--- src/rtl/gpio_logic_array.sv ---
// rtl/gpio_logic_array.sv - NCH-channel synchronised, debounced two-input logic block for GPIO pins

module gpio_logic_array_db #(
    parameter int SYNC_STAGES = 2,
    parameter int DB_CYCLES   = 4
) (
    input  logic clk,
    input  logic rst,
    input  logic raw_i,
    output logic d_o
);
    localparam int DB_W = ($clog2(DB_CYCLES + 1) > 1) ? $clog2(DB_CYCLES + 1) : 1;

    logic [SYNC_STAGES-1:0] sync_q;
    logic                   s;

    always_ff @(posedge clk) begin
        if (rst) begin
            sync_q <= '0;
        end else begin
            sync_q <= {sync_q[SYNC_STAGES-2:0], raw_i};
        end
    end

    assign s = sync_q[SYNC_STAGES-1];

    generate
        if (DB_CYCLES == 0) begin : g_bypass
            assign d_o = s;
        end else begin : g_debounce
            localparam logic [DB_W-1:0] CNT_MAX = DB_W'(DB_CYCLES - 1);

            logic [DB_W-1:0] cnt_q, cnt_d;
            logic            d_q, d_d;

            // Any sample equal to the held value restarts the hold window.
            always_comb begin
                cnt_d = '0;
                d_d   = d_q;
                if (s != d_q) begin
                    if (cnt_q == CNT_MAX) begin
                        d_d = s;
                    end else begin
                        cnt_d = cnt_q + 1'b1;
                    end
                end
            end

            always_ff @(posedge clk) begin
                if (rst) begin
                    cnt_q <= '0;
                    d_q   <= 1'b0;
                end else begin
                    cnt_q <= cnt_d;
                    d_q   <= d_d;
                end
            end

            assign d_o = d_q;
        end
    endgenerate
endmodule

module gpio_logic_array #(
    parameter int NCH         = 4,
    parameter int SYNC_STAGES = 2,
    parameter int DB_CYCLES   = 4
) (
    input  logic             clk,
    input  logic             rst,
    input  logic [NCH-1:0]   a,
    input  logic [NCH-1:0]   b,
    input  logic [2*NCH-1:0] mode,
    output logic [NCH-1:0]   out,
    output logic [NCH-1:0]   oeb
);
    logic [NCH-1:0]   da, db;
    logic [2*NCH-1:0] mode_q;
    logic [NCH-1:0]   da_prev_q;
    logic [NCH-1:0]   out_q, out_d;
    logic [NCH-1:0]   oeb_q;

    for (genvar c = 0; c < NCH; c++) begin : g_ch
        gpio_logic_array_db #(
            .SYNC_STAGES(SYNC_STAGES),
            .DB_CYCLES  (DB_CYCLES)
        ) u_db_a (
            .clk  (clk),
            .rst  (rst),
            .raw_i(a[c]),
            .d_o  (da[c])
        );

        gpio_logic_array_db #(
            .SYNC_STAGES(SYNC_STAGES),
            .DB_CYCLES  (DB_CYCLES)
        ) u_db_b (
            .clk  (clk),
            .rst  (rst),
            .raw_i(b[c]),
            .d_o  (db[c])
        );
    end

    always_comb begin
        out_d = out_q;
        for (int c = 0; c < NCH; c++) begin
            case (mode_q[2*c +: 2])
                2'b00: out_d[c] = da[c] & db[c];
                2'b01: out_d[c] = da[c] | db[c];
                2'b10: out_d[c] = da[c] ^ db[c];
                2'b11: begin
                    // Only a rising da seen while db is high toggles; others are dropped.
                    if (da[c] && !da_prev_q[c] && db[c]) begin
                        out_d[c] = ~out_q[c];
                    end
                end
                default: out_d[c] = out_q[c];
            endcase
        end
    end

    always_ff @(posedge clk) begin
        if (rst) begin
            mode_q    <= '0;
            da_prev_q <= '0;
            out_q     <= '0;
            oeb_q     <= '1;
        end else begin
            mode_q    <= mode;
            da_prev_q <= da;
            out_q     <= out_d;
            oeb_q     <= '0;
        end
    end

    assign out = out_q;
    assign oeb = oeb_q;
endmodule

--- config.mk ---
export PLATFORM = sky130hd
export DESIGN_NAME = gpio_logic_array
export DESIGN_NICKNAME = d
export VERILOG_FILES = /design/src/rtl/gpio_logic_array.sv
export SDC_FILE = /design/constraint.sdc
export NUM_CORES = 1
export LEC_CHECK = 0
export CORE_UTILIZATION = 50
export DETAILED_ROUTE_END_ITERATION = 10
export PLACE_DENSITY = 0.68
export SYNTH_ARGS = -nofsm -noshare
export SYNTH_HDL_FRONTEND = slang
export SYNTH_SLANG_ARGS = --single-unit
export TNS_END_PERCENT = 100
--- constraint.sdc ---
create_clock -name clk -period 4.5 [get_ports clk]
set_input_delay 1.125 -clock clk [delete_from_list [all_inputs] [get_ports clk]]
set_output_delay 1.125 -clock clk [all_outputs]
set_load 0.05 [all_outputs]
==> qor.txt, run 1 <==
SETUP PATH
-----------------------------------------------------------------------------------------------------------------
Kind of end point of the critical path .............................................................   output pin
Type of the worst setup path .......................................................................   reg -> out
Arrival time of the worst setup path ...............................................................      1.49 ns
Launch point of the worst reg-to-reg path .......................................................... g_ch[1].u_db_a.d_o$_SDFFE_PP0P_
R2R Setup Slk ......................................................................................      2.92 ns
Critical Path Source ............................................................................... oeb[2]$_DFF_P_
Kind of launch point of the worst setup path .......................................................    flip-flop
Top cell family by delay on the critical path ...................................................... buffers and inverters
Cell with the largest stage delay on the worst path ................................................ clkdlybuf4s50_1
Buf/Inv on CP ......................................................................................            1
Cell-by-cell trace of the critical path ............................................................ clkdlybuf4s50_1
Req. time, crit path ...............................................................................      3.38 ns
Maximum fanout count along the critical path .......................................................            4
Worst stage delay on the critical path .............................................................      0.81 ns

POWER AND IR DROP
-----------------------------------------------------------------------------------------------------------------
Share of total power consumed by net switching .....................................................        0.211
Net switching power ................................................................................   0.000227 W
Gate power share ...................................................................................        0.050
Seq pwr share ......................................................................................        0.555
Cell area power density ............................................................................  366 nW/um^2
Leakage power summed over all cells ................................................................      1.19 nW
Internal power component ...........................................................................   0.000846 W
IR Drop Worst-Case VDD .............................................................................     0.242 mV
Clock share of power ...............................................................................        0.395

TIMING
-----------------------------------------------------------------------------------------------------------------
Post-route minimum period ..........................................................................      2.62 ns
Headroom to the max-slew limit .....................................................................        0.428
Number of setup violations in the final report .....................................................            0
Clock tree skew after final layout .................................................................   0.00710 ns
Fraction of the cycle the final worst path needs ...................................................        0.582
Setup TNS after final layout .......................................................................         0 ns
Fin. max-slew vios .................................................................................            0
Number of hold violations in the final report ......................................................            0
Actual slew at the worst max-slew pin ..............................................................     0.857 ns
Setup repair after global routing missed its margin ................................................        false
Achievable frequency ...............................................................................    0.382 GHz

GLOBAL ROUTING
-----------------------------------------------------------------------------------------------------------------
Largest net degree at the start of global routing ..................................................           54
Number of antenna violations at the first check in global routing ..................................            0
First-pass GRT wire length .........................................................................      5.68 mm
Number of global-route vias before repair ..........................................................         1414
Overall track demand over capacity in global routing ...............................................        0.146
Total congestion overflow ..........................................................................            0

CLOCK NETWORK
-----------------------------------------------------------------------------------------------------------------
Clock transition at the registers of the reported paths ............................................      0.06 ns
Clock latency on the worst-skew pair ...............................................................      0.33 ns
Cells resized by post-CTS repair ...................................................................            0
Number of buffers on the longest clock path ........................................................            2
TritonCTS clock tree ...............................................................................         done
H-tree depth .......................................................................................            3
Clock tree root driver cell ........................................................................     clkbuf_8
Cts bufs inserted ..................................................................................            9
Post CTS Setup Buffer Count ........................................................................            0
Clk sinks ..........................................................................................           65
Number of buffers inserted by hold repair at cts ...................................................            0

LOGIC SYNTHESIS
-----------------------------------------------------------------------------------------------------------------
Arithmetic-cell share of the synthesized area counting full adders, half adders and majority gates .        0.121
Area share of xor/xnor cells in the synthesized design .............................................       0.0282
Total of flip-flops plus latches after synthesis ...................................................           65
Average instance area after synthesis ..............................................................    10.5 um^2
Compound-Gate Fraction of Synth Area ...............................................................       0.0242
Synth warn .........................................................................................            0
Dominant combinational cell family by area after synthesis ......................................... simple AND/OR/NAND/NOR gates
Cell area after synthesis ..........................................................................    2480 um^2
Synthesized netlist cell count .....................................................................          237
Simple-gate portion of the synthesized area ........................................................        0.165
Netlist cell types .................................................................................           17
Sequential element share of the synthesized area ...................................................        0.524
Syn nets ...........................................................................................          279
Mux cell area share after synthesis ................................................................       0.0685

FLOORPLANNING
-----------------------------------------------------------------------------------------------------------------
Core region area ...................................................................................    4750 um^2
Floorplan die area .................................................................................    5250 um^2
Number of standard-cell rows in the floorplan ......................................................           25
Num ports ..........................................................................................           26
Effective utilization at floorplan .................................................................        0.522
Die Ht .............................................................................................      72.5 um
Die outline width ..................................................................................      72.5 um

ROUTE
-----------------------------------------------------------------------------------------------------------------
Drt initial violations .............................................................................           31
Detailed Routing Iterations Pass 1 .................................................................            4
Met2 wirelength from detailed routing ..............................................................      1.34 mm
DR WL met3 .........................................................................................       149 um
Via count normalized by instance count .............................................................         4.34
DR DRC count .......................................................................................            0
Routed len/inst ....................................................................................      9.07 um
Met1 layer wirelength in the final routing .........................................................      1.50 mm
Number of vias in the routed layout ................................................................         1463
Antenna Nets Post-Route ............................................................................            0
Top layer reached by signal wires ..................................................................         met4
Routed wire length .................................................................................      3.06 mm

FINISH
-----------------------------------------------------------------------------------------------------------------
Number of nets in the layout .......................................................................          307
Layout-stage area growth over the synthesis result .................................................        18.2%
Commonest non-fill, non-tap cells in the layout .................................................... 65 x dfxtp_1, 40 x nor2_1, 32 x inv_1
Antenna cells ......................................................................................            0
Final non-filler cell area .........................................................................    2940 um^2
Leading cell type in the layout, fill and taps excluded ............................................      dfxtp_1
Ratio of cells with drive above 1 in the final layout ..............................................       0.0852

HOLD PATH
-----------------------------------------------------------------------------------------------------------------
Path type of the worst min-delay path ..............................................................   reg -> reg
Worst hold start ................................................................................... g_ch[3].u_db_b.g_debounce.cnt_q[0]$_SDFF_PP0_

RUN
-----------------------------------------------------------------------------------------------------------------
Max-capacitance violation count ....................................................................            0

PLACE
-----------------------------------------------------------------------------------------------------------------
Placed wire-length estimate ........................................................................      2.05 mm
Final estimated routing congestion in global placement .............................................        0.699
Count of input and output buffers ..................................................................           25
Post-place instance area ...........................................................................    2760 um^2

OUTCOME
-----------------------------------------------------------------------------------------------------------------
Result of the run .................................................................................. finished, final reports clean

layout make-up:
| cell class | instances | area, um^2 |
|---|---|---|
| Timing Repair Buffer | 25 | 245 |
| Fill cell | 422 | 1820 |
| Clock inverter | 3 | 15.0 |
| Clock buffer | 13 | 159 |
| Tap cell | 67 | 83.8 |
| Multi-Input combinational cell | 132 | 1010 |
| Inverter | 32 | 120 |
| Sequential cell | 65 | 1300 |
registers in the layout (all words and copies together), names as in the netlist, 4 cells and up:
name and flops:
da_prev_q 4, g_ch.u_db_a.d_o 4, g_ch.u_db_a.g_debounce.cnt_q 12, g_ch.u_db_a.sync_q 8, g_ch.u_db_b.d_o 4, g_ch.u_db_b.g_debounce.cnt_q 12, g_ch.u_db_b.sync_q 8, mode_q 8
out 4
synth_stat cells (all sizes together):
cell / instances / share of area
nand3b: 4 / 0.012
mux4: 4 / 0.036
and2: 4 / 0.012
clkbuf: 2 / 0.0030
dfxtp: 65 / 0.52
buf: 6 / 0.018
nor2b: 24 / 0.060
a21oi: 4 / 0.0081
mux2i: 8 / 0.032
nor2: 40 / 0.060
a32o: 4 / 0.016
inv: 32 / 0.048
or3: 8 / 0.020
ha: 24 / 0.12
xnor2: 8 / 0.028
power by group through the flow:
stage | Combinational [W] | Clock (W) | Sequential [W]
floorplan | 0.0000316 | 0 | 0.000611
global placement | 0.0000542 | 0 | 0.000608
detailed placement | 0.0000546 | 0 | 0.000609
CTS | 0.0000548 | 0.000441 | 0.000596
global route | 0.0000595 | 0.000472 | 0.000597
finish | 0.0000538 | 0.000423 | 0.000596
final timing paths:
check                           cells after the start                                             to
worst max-delay path                                1                                         oeb[2]
worst min-delay path                                1  g_ch[3].u_db_b.g_debounce.cnt_q[0]$_SDFF_PP0_
worst max register to register                      4                            out[1]$_SDFFE_PP0P_
worst min register to register                      1  g_ch[3].u_db_b.g_debounce.cnt_q[0]$_SDFF_PP0_
metrics by stage:
step	cells	total power (W)	util	hold slack, ns	setup WS [ns]
floorplan	237	0.000643	-	0.399	2.44
global placement	321	0.000662	0.581	0.409	2.21
detailed placement	321	0.000663	0.581	0.412	2.17
CTS	337	0.00109	0.617	0.421	1.86
global route	337	0.00113	0.617	0.448	1.81
finish	337	0.00107	0.617	0.420	1.88
metal layers:
layer | vias to the layer above | track usage
met2 | 21 | 0.231
met3 | 7 | 0.0792
met1 | 632 | 0.163
met5 | - | 0
met4 | 0 | 0.0654
li1 | 803 | -
cell families after synthesis:
logic type	count (synthesis)
adder cells (fa/ha/maj)	24
multiplexers	12
AND/OR/NAND/NOR	80
AO/OA/AOI/OAI	8
XOR/XNOR	8
flip-flops	65
buffers and inverters	40
Note: power is estimated with default switching activity, not from simulation.
==> inputs of run 2 (changes only) <==
Clock period 4.5 ns to 2.6 ns, I/O delays scaled along.
==> qor.txt, run 2 (same netlist as run 1, synthesis figures left out) <==
PLACE
--------------------------------------------------------------------------------
Placed Cells ......................................................          323
Final estimated routing congestion in global placement ............        0.652
Placed wire-length estimate .......................................      2.18 mm
Count of input and output buffers .................................           25

SETUP PATH
--------------------------------------------------------------------------------
Cell-by-cell trace of the critical path ........................... clkdlybuf4s50_1
R2R Setup Slk .....................................................      1.02 ns
Kind of launch point of the worst setup path ......................    flip-flop
Worst stage delay on the critical path ............................      0.82 ns
Top cell family by delay on the critical path ..................... buffers and inverters
Buf/Inv on CP .....................................................            1
Arrival time of the worst setup path ..............................      1.51 ns
Cell with the largest stage delay on the worst path ............... clkdlybuf4s50_1
Req. time, crit path ..............................................      1.95 ns
Kind of end point of the critical path ............................   output pin
Type of the worst setup path ......................................   reg -> out
Maximum fanout count along the critical path ......................            4

POWER AND IR DROP
--------------------------------------------------------------------------------
IR Drop Worst-Case VDD ............................................     0.387 mV
Cell area power density ...........................................  629 nW/um^2
Leakage power summed over all cells ...............................      1.19 nW

ROUTE
--------------------------------------------------------------------------------
Detailed Routing Iterations Pass 1 ................................            4
Routed wire length ................................................      3.13 mm
Routed len/inst ...................................................      9.29 um
Drt initial violations ............................................           38
Number of vias in the routed layout ...............................         1504
Via count normalized by instance count ............................         4.46
Antenna Nets Post-Route ...........................................            0
DR DRC count ......................................................            0

CLOCK NETWORK
--------------------------------------------------------------------------------
Clock tree root driver cell .......................................     clkbuf_8
Post CTS Setup Buffer Count .......................................            0
H-tree depth ......................................................            3
Cells resized by post-CTS repair ..................................            0
Clk sinks .........................................................           65
TritonCTS clock tree ..............................................         done
Cts bufs inserted .................................................            9
Number of buffers on the longest clock path .......................            2
Number of buffers inserted by hold repair at cts ..................            0
Clock transition at the registers of the reported paths ...........      0.06 ns
Clock latency on the worst-skew pair ..............................      0.33 ns

FINISH
--------------------------------------------------------------------------------
Layout-stage area growth over the synthesis result ................        18.3%
Combined area of the multi-input logic cells ......................    1010 um^2
Number of nets in the layout ......................................          309
Largest registers ................................................. g_ch.u_db_a.g_debounce.cnt_q: 12 flops, g_ch.u_db_b.g_debounce.cnt_q: 12 flops
Antenna cells .....................................................            0
Final instance count without filler cells .........................          337
Number of inserted filler cells in the final layout ...............          438
Ratio of cells with drive above 1 in the final layout .............       0.0815
Commonest non-fill, non-tap cells in the layout ................... 65 x dfxtp_1, 40 x nor2_1, 32 x inv_1
Leading cell type in the layout, fill and taps excluded ...........      dfxtp_1
Combined flip-flop and latch cell area ............................    1300 um^2

GLOBAL ROUTING
--------------------------------------------------------------------------------
Fraction of met3 tracks used by global routing ....................       0.0542
Routing usage on met2 .............................................        0.233
First-pass GRT wire length ........................................      5.70 mm
Largest net degree at the start of global routing .................           42
Number of global-route vias before repair .........................         1413
Number of antenna violations at the first check in global routing .            0
Layer carrying the most global-route usage ........................         met2
Met1 Track Usage GR ...............................................        0.169
Total congestion overflow .........................................            0
Overall track demand over capacity in global routing ..............        0.149

TIMING
--------------------------------------------------------------------------------
Fin. max-slew vios ................................................            0
Number of hold violations in the final report .....................            0
Achievable frequency ..............................................    0.463 GHz
Setup repair after global routing missed its margin ...............        false
Number of setup violations in the final report ....................            0
Fraction of the cycle the final worst path needs ..................        0.830
Clock tree skew after final layout ................................   0.00432 ns
Post-route minimum period .........................................      2.16 ns
Actual slew at the worst max-slew pin .............................     0.670 ns
Setup TNS after final layout ......................................         0 ns
Headroom to the max-slew limit ....................................        0.553

FLOORPLANNING
--------------------------------------------------------------------------------
Effective utilization at floorplan ................................        0.522
Floorplan die area ................................................    5250 um^2
Die outline width .................................................      72.5 um
Core region area ..................................................    4750 um^2
Num ports .........................................................           26
Number of standard-cell rows in the floorplan .....................           25
Die Ht ............................................................      72.5 um

OUTCOME
--------------------------------------------------------------------------------
Result of the run ................................................. finished, final reports clean

RUN
--------------------------------------------------------------------------------
Max-capacitance violation count ...................................            0

HOLD PATH
--------------------------------------------------------------------------------
Path type of the worst min-delay path .............................   reg -> reg

[run 2: cell types whose count changed in the layout (fill, tap and decap cells not counted)]
| cell | delta |
|---|---|
| clkinv_2 | -3 |
| clkbuf_1 | +1 |
| buf_4 | +2 |
[run 2: power breakdown]
group          internal [W]  switching [W]  leakage (nW)   total, W
Clock              0.000389       0.000332        0.0826   0.000721
Combinational     0.0000527      0.0000427         0.572  0.0000954
Sequential          0.00102      0.0000109         0.530    0.00103
Total               0.00146       0.000386          1.19    0.00185
[run 2: cell type report]
cell class | count | share of cell area
sequential | 65 | 0.443
clock buffer | 14 | 0.0553
inverter | 32 | 0.0409
timing repair buffer | 27 | 0.0885
tap | 67 | 0.0285
multi-input combinational | 132 | 0.344
[run 2: final timing paths]
check,to,depth (start not counted),startpoint
max,oeb[2],1,oeb[2]$_DFF_P_
max reg2reg,out[1]$_SDFFE_PP0P_,4,g_ch[1].u_db_a.d_o$_SDFFE_PP0P_
min reg2reg,g_ch[1].u_db_a.g_debounce.cnt_q[0]$_SDFF_PP0_,1,g_ch[1].u_db_a.g_debounce.cnt_q[0]$_SDFF_PP0_
min,g_ch[1].u_db_a.g_debounce.cnt_q[0]$_SDFF_PP0_,1,g_ch[1].u_db_a.g_debounce.cnt_q[0]$_SDFF_PP0_
[run 2: through the flow]
step	instance area (um^2)	utilization	power, W	hold slack (ns)	setup slack (ns)
floorplan	2480	-	0.00111	0.399	1.02
global placement	2780	0.584	0.00115	0.407	0.811
detailed placement	2780	0.584	0.00115	0.413	0.785
CTS	2940	0.618	0.00188	0.421	0.415
global route	2940	0.618	0.00193	0.427	0.389
finish	2940	0.618	0.00185	0.419	0.442
[run 2: per-layer routing]
| layer | up-vias | wire [um] |
|---|---|---|
| li1 | 807 | - |
| met1 | 668 | 1460 |
| met2 | 21 | 1450 |
| met3 | 8 | 120 |
| met4 | 0 | 102 |
| met5 | - | 0 |
==> inputs of run 3 (changes only) <==
Clock period 2.6 ns to 2.2 ns, I/O delays scaled along.
==> qor.txt, run 3 (same netlist as run 1, synthesis figures left out) <==
OUTCOME
--------------------------------------------------------------------------------
Result of the run ................................................. finished, final reports clean

CLOCK NETWORK
--------------------------------------------------------------------------------
Cells resized by post-CTS repair ..................................            0
Clock transition at the registers of the reported paths ...........      0.07 ns
Clock latency on the worst-skew pair ..............................      0.33 ns
H-tree depth ......................................................            3
Post CTS Setup Buffer Count .......................................            0
Cts bufs inserted .................................................            9
Clk sinks .........................................................           65
TritonCTS clock tree ..............................................         done
Number of buffers inserted by hold repair at cts ..................            0
Number of buffers on the longest clock path .......................            2
Clock tree root driver cell .......................................     clkbuf_8

FLOORPLANNING
--------------------------------------------------------------------------------
Effective utilization at floorplan ................................        0.522
Die Ht ............................................................      72.5 um
Floorplan die area ................................................    5250 um^2
Num ports .........................................................           26
Number of standard-cell rows in the floorplan .....................           25
Die outline width .................................................      72.5 um
Core region area ..................................................    4750 um^2

FINISH
--------------------------------------------------------------------------------
Commonest non-fill, non-tap cells in the layout ................... 65 x dfxtp_1, 40 x nor2_1, 32 x inv_1
Number of inserted filler cells in the final layout ...............          410
Ratio of cells with drive above 1 in the final layout .............       0.0886
Largest registers ................................................. g_ch.u_db_a.g_debounce.cnt_q: 12 flops, g_ch.u_db_b.g_debounce.cnt_q: 12 flops
Leading cell type in the layout, fill and taps excluded ...........      dfxtp_1
Combined area of the multi-input logic cells ......................    1010 um^2
Number of nets in the layout ......................................          308
Antenna cells .....................................................            0
Combined flip-flop and latch cell area ............................    1300 um^2
Core occupancy in the finished layout .............................        0.619
Layout-stage area growth over the synthesis result ................        18.5%

GLOBAL ROUTING
--------------------------------------------------------------------------------
Largest net degree at the start of global routing .................           47
First-pass GRT wire length ........................................      5.51 mm
Met1 Track Usage GR ...............................................        0.150
Routing usage on met2 .............................................        0.234
Number of global-route vias before repair .........................         1394
Number of antenna violations at the first check in global routing .            0
Fraction of met3 tracks used by global routing ....................       0.0375
Layer carrying the most global-route usage ........................         met2
Overall track demand over capacity in global routing ..............        0.144
Total congestion overflow .........................................            0

TIMING
--------------------------------------------------------------------------------
Number of setup violations in the final report ....................            0
Worst hold slack across all endpoints .............................     0.420 ns
Actual slew at the worst max-slew pin .............................     0.742 ns
Fin. max-slew vios ................................................            0
Post-route minimum period .........................................      2.06 ns
Setup TNS after final layout ......................................         0 ns
Final WS setup ....................................................     0.139 ns
Achievable frequency ..............................................    0.485 GHz
Setup repair after global routing missed its margin ...............        false
Clock tree skew after final layout ................................   0.00556 ns
Fraction of the cycle the final worst path needs ..................        0.937
Number of hold violations in the final report .....................            0
Headroom to the max-slew limit ....................................        0.505

SETUP PATH
--------------------------------------------------------------------------------
Arrival time of the worst setup path ..............................      1.51 ns
Kind of launch point of the worst setup path ......................    flip-flop
R2R Setup Slk .....................................................      0.60 ns
Maximum fanout count along the critical path ......................            4
Top cell family by delay on the critical path ..................... buffers and inverters
Buf/Inv on CP .....................................................            1
Worst stage delay on the critical path ............................      0.82 ns
Req. time, crit path ..............................................      1.65 ns
Kind of end point of the critical path ............................   output pin
Cell with the largest stage delay on the worst path ............... clkdlybuf4s50_1
Type of the worst setup path ......................................   reg -> out
Cell-by-cell trace of the critical path ........................... clkdlybuf4s50_1

POWER AND IR DROP
--------------------------------------------------------------------------------
Cell area power density ...........................................  754 nW/um^2
IR Drop Worst-Case VDD ............................................     0.422 mV
Leakage power summed over all cells ...............................      1.19 nW
Power Total .......................................................    0.00222 W

ROUTE
--------------------------------------------------------------------------------
Routed wire length ................................................      3.20 mm
Via count normalized by instance count ............................         4.48
DR DRC count ......................................................            0
Number of vias in the routed layout ...............................         1513
Drt initial violations ............................................           36
Detailed Routing Iterations Pass 1 ................................            2
Antenna Nets Post-Route ...........................................            0
Routed len/inst ...................................................      9.46 um

PLACE
--------------------------------------------------------------------------------
Worst slack, placed ...............................................     0.484 ns
Count of input and output buffers .................................           25
Final estimated routing congestion in global placement ............        0.679
Placed wire-length estimate .......................................      2.20 mm

RUN
--------------------------------------------------------------------------------
Max-capacitance violation count ...................................            0

HOLD PATH
--------------------------------------------------------------------------------
Path type of the worst min-delay path .............................   reg -> reg

==> run 3: report_power, final <==
| part | internal (W) | switching, W |
|---|---|---|
| registers | 0.00121 | 0.0000130 |
| logic | 0.0000612 | 0.0000500 |
| clock network | 0.000466 | 0.000423 |
==> run 3: routing by layer <==
metal / wire [um] / vias up
met3: 91 / 12
met2: 1470 / 20
li1: - / 807
met1: 1490 / 674
met4: 143 / 0
met5: 0 / -
==> run 3: worst register-to-register path, delay by kind of cell, from the launching register on <==
family	cells	cell delay [ns]
multiplexers	1	0.45
flip-flops	1	0.42
adder cells (fa/ha/maj)	1	0.29
AO/OA/AOI/OAI	1	0.23
buffers and inverters	1	0.09
==> run 3: per-stage QoR <==
step	cells	instance area [um^2]
2_1_floorplan	237	2480
3_3_place_gp	322	2770
3_5_place_dp	322	2770
4_1_cts	338	2940
5_1_grt	338	2940
6_report	338	2940
==> run 3: final cells by class <==
type / instances / share of cell area
timing repair buffer: 26 / 0.0859
multi-input combinational: 132 / 0.344
clock buffer: 13 / 0.0540
tap: 67 / 0.0285
inverter: 32 / 0.0408
sequential: 65 / 0.442
clock inverter: 3 / 0.00510
==> run 3: path summary, 6_finish.rpt <==
check	startpoint	endpoint	depth (start not counted)
setup / recovery	oeb[2]$_DFF_P_	oeb[3]	1
hold / removal	g_ch[3].u_db_a.g_debounce.cnt_q[0]$_SDFF_PP0_	g_ch[3].u_db_a.g_debounce.cnt_q[0]$_SDFF_PP0_	1
setup reg to reg	g_ch[0].u_db_a.d_o$_SDFFE_PP0P_	out[0]$_SDFFE_PP0P_	4
hold reg to reg	g_ch[3].u_db_a.g_debounce.cnt_q[0]$_SDFF_PP0_	g_ch[3].u_db_a.g_debounce.cnt_q[0]$_SDFF_PP0_	1
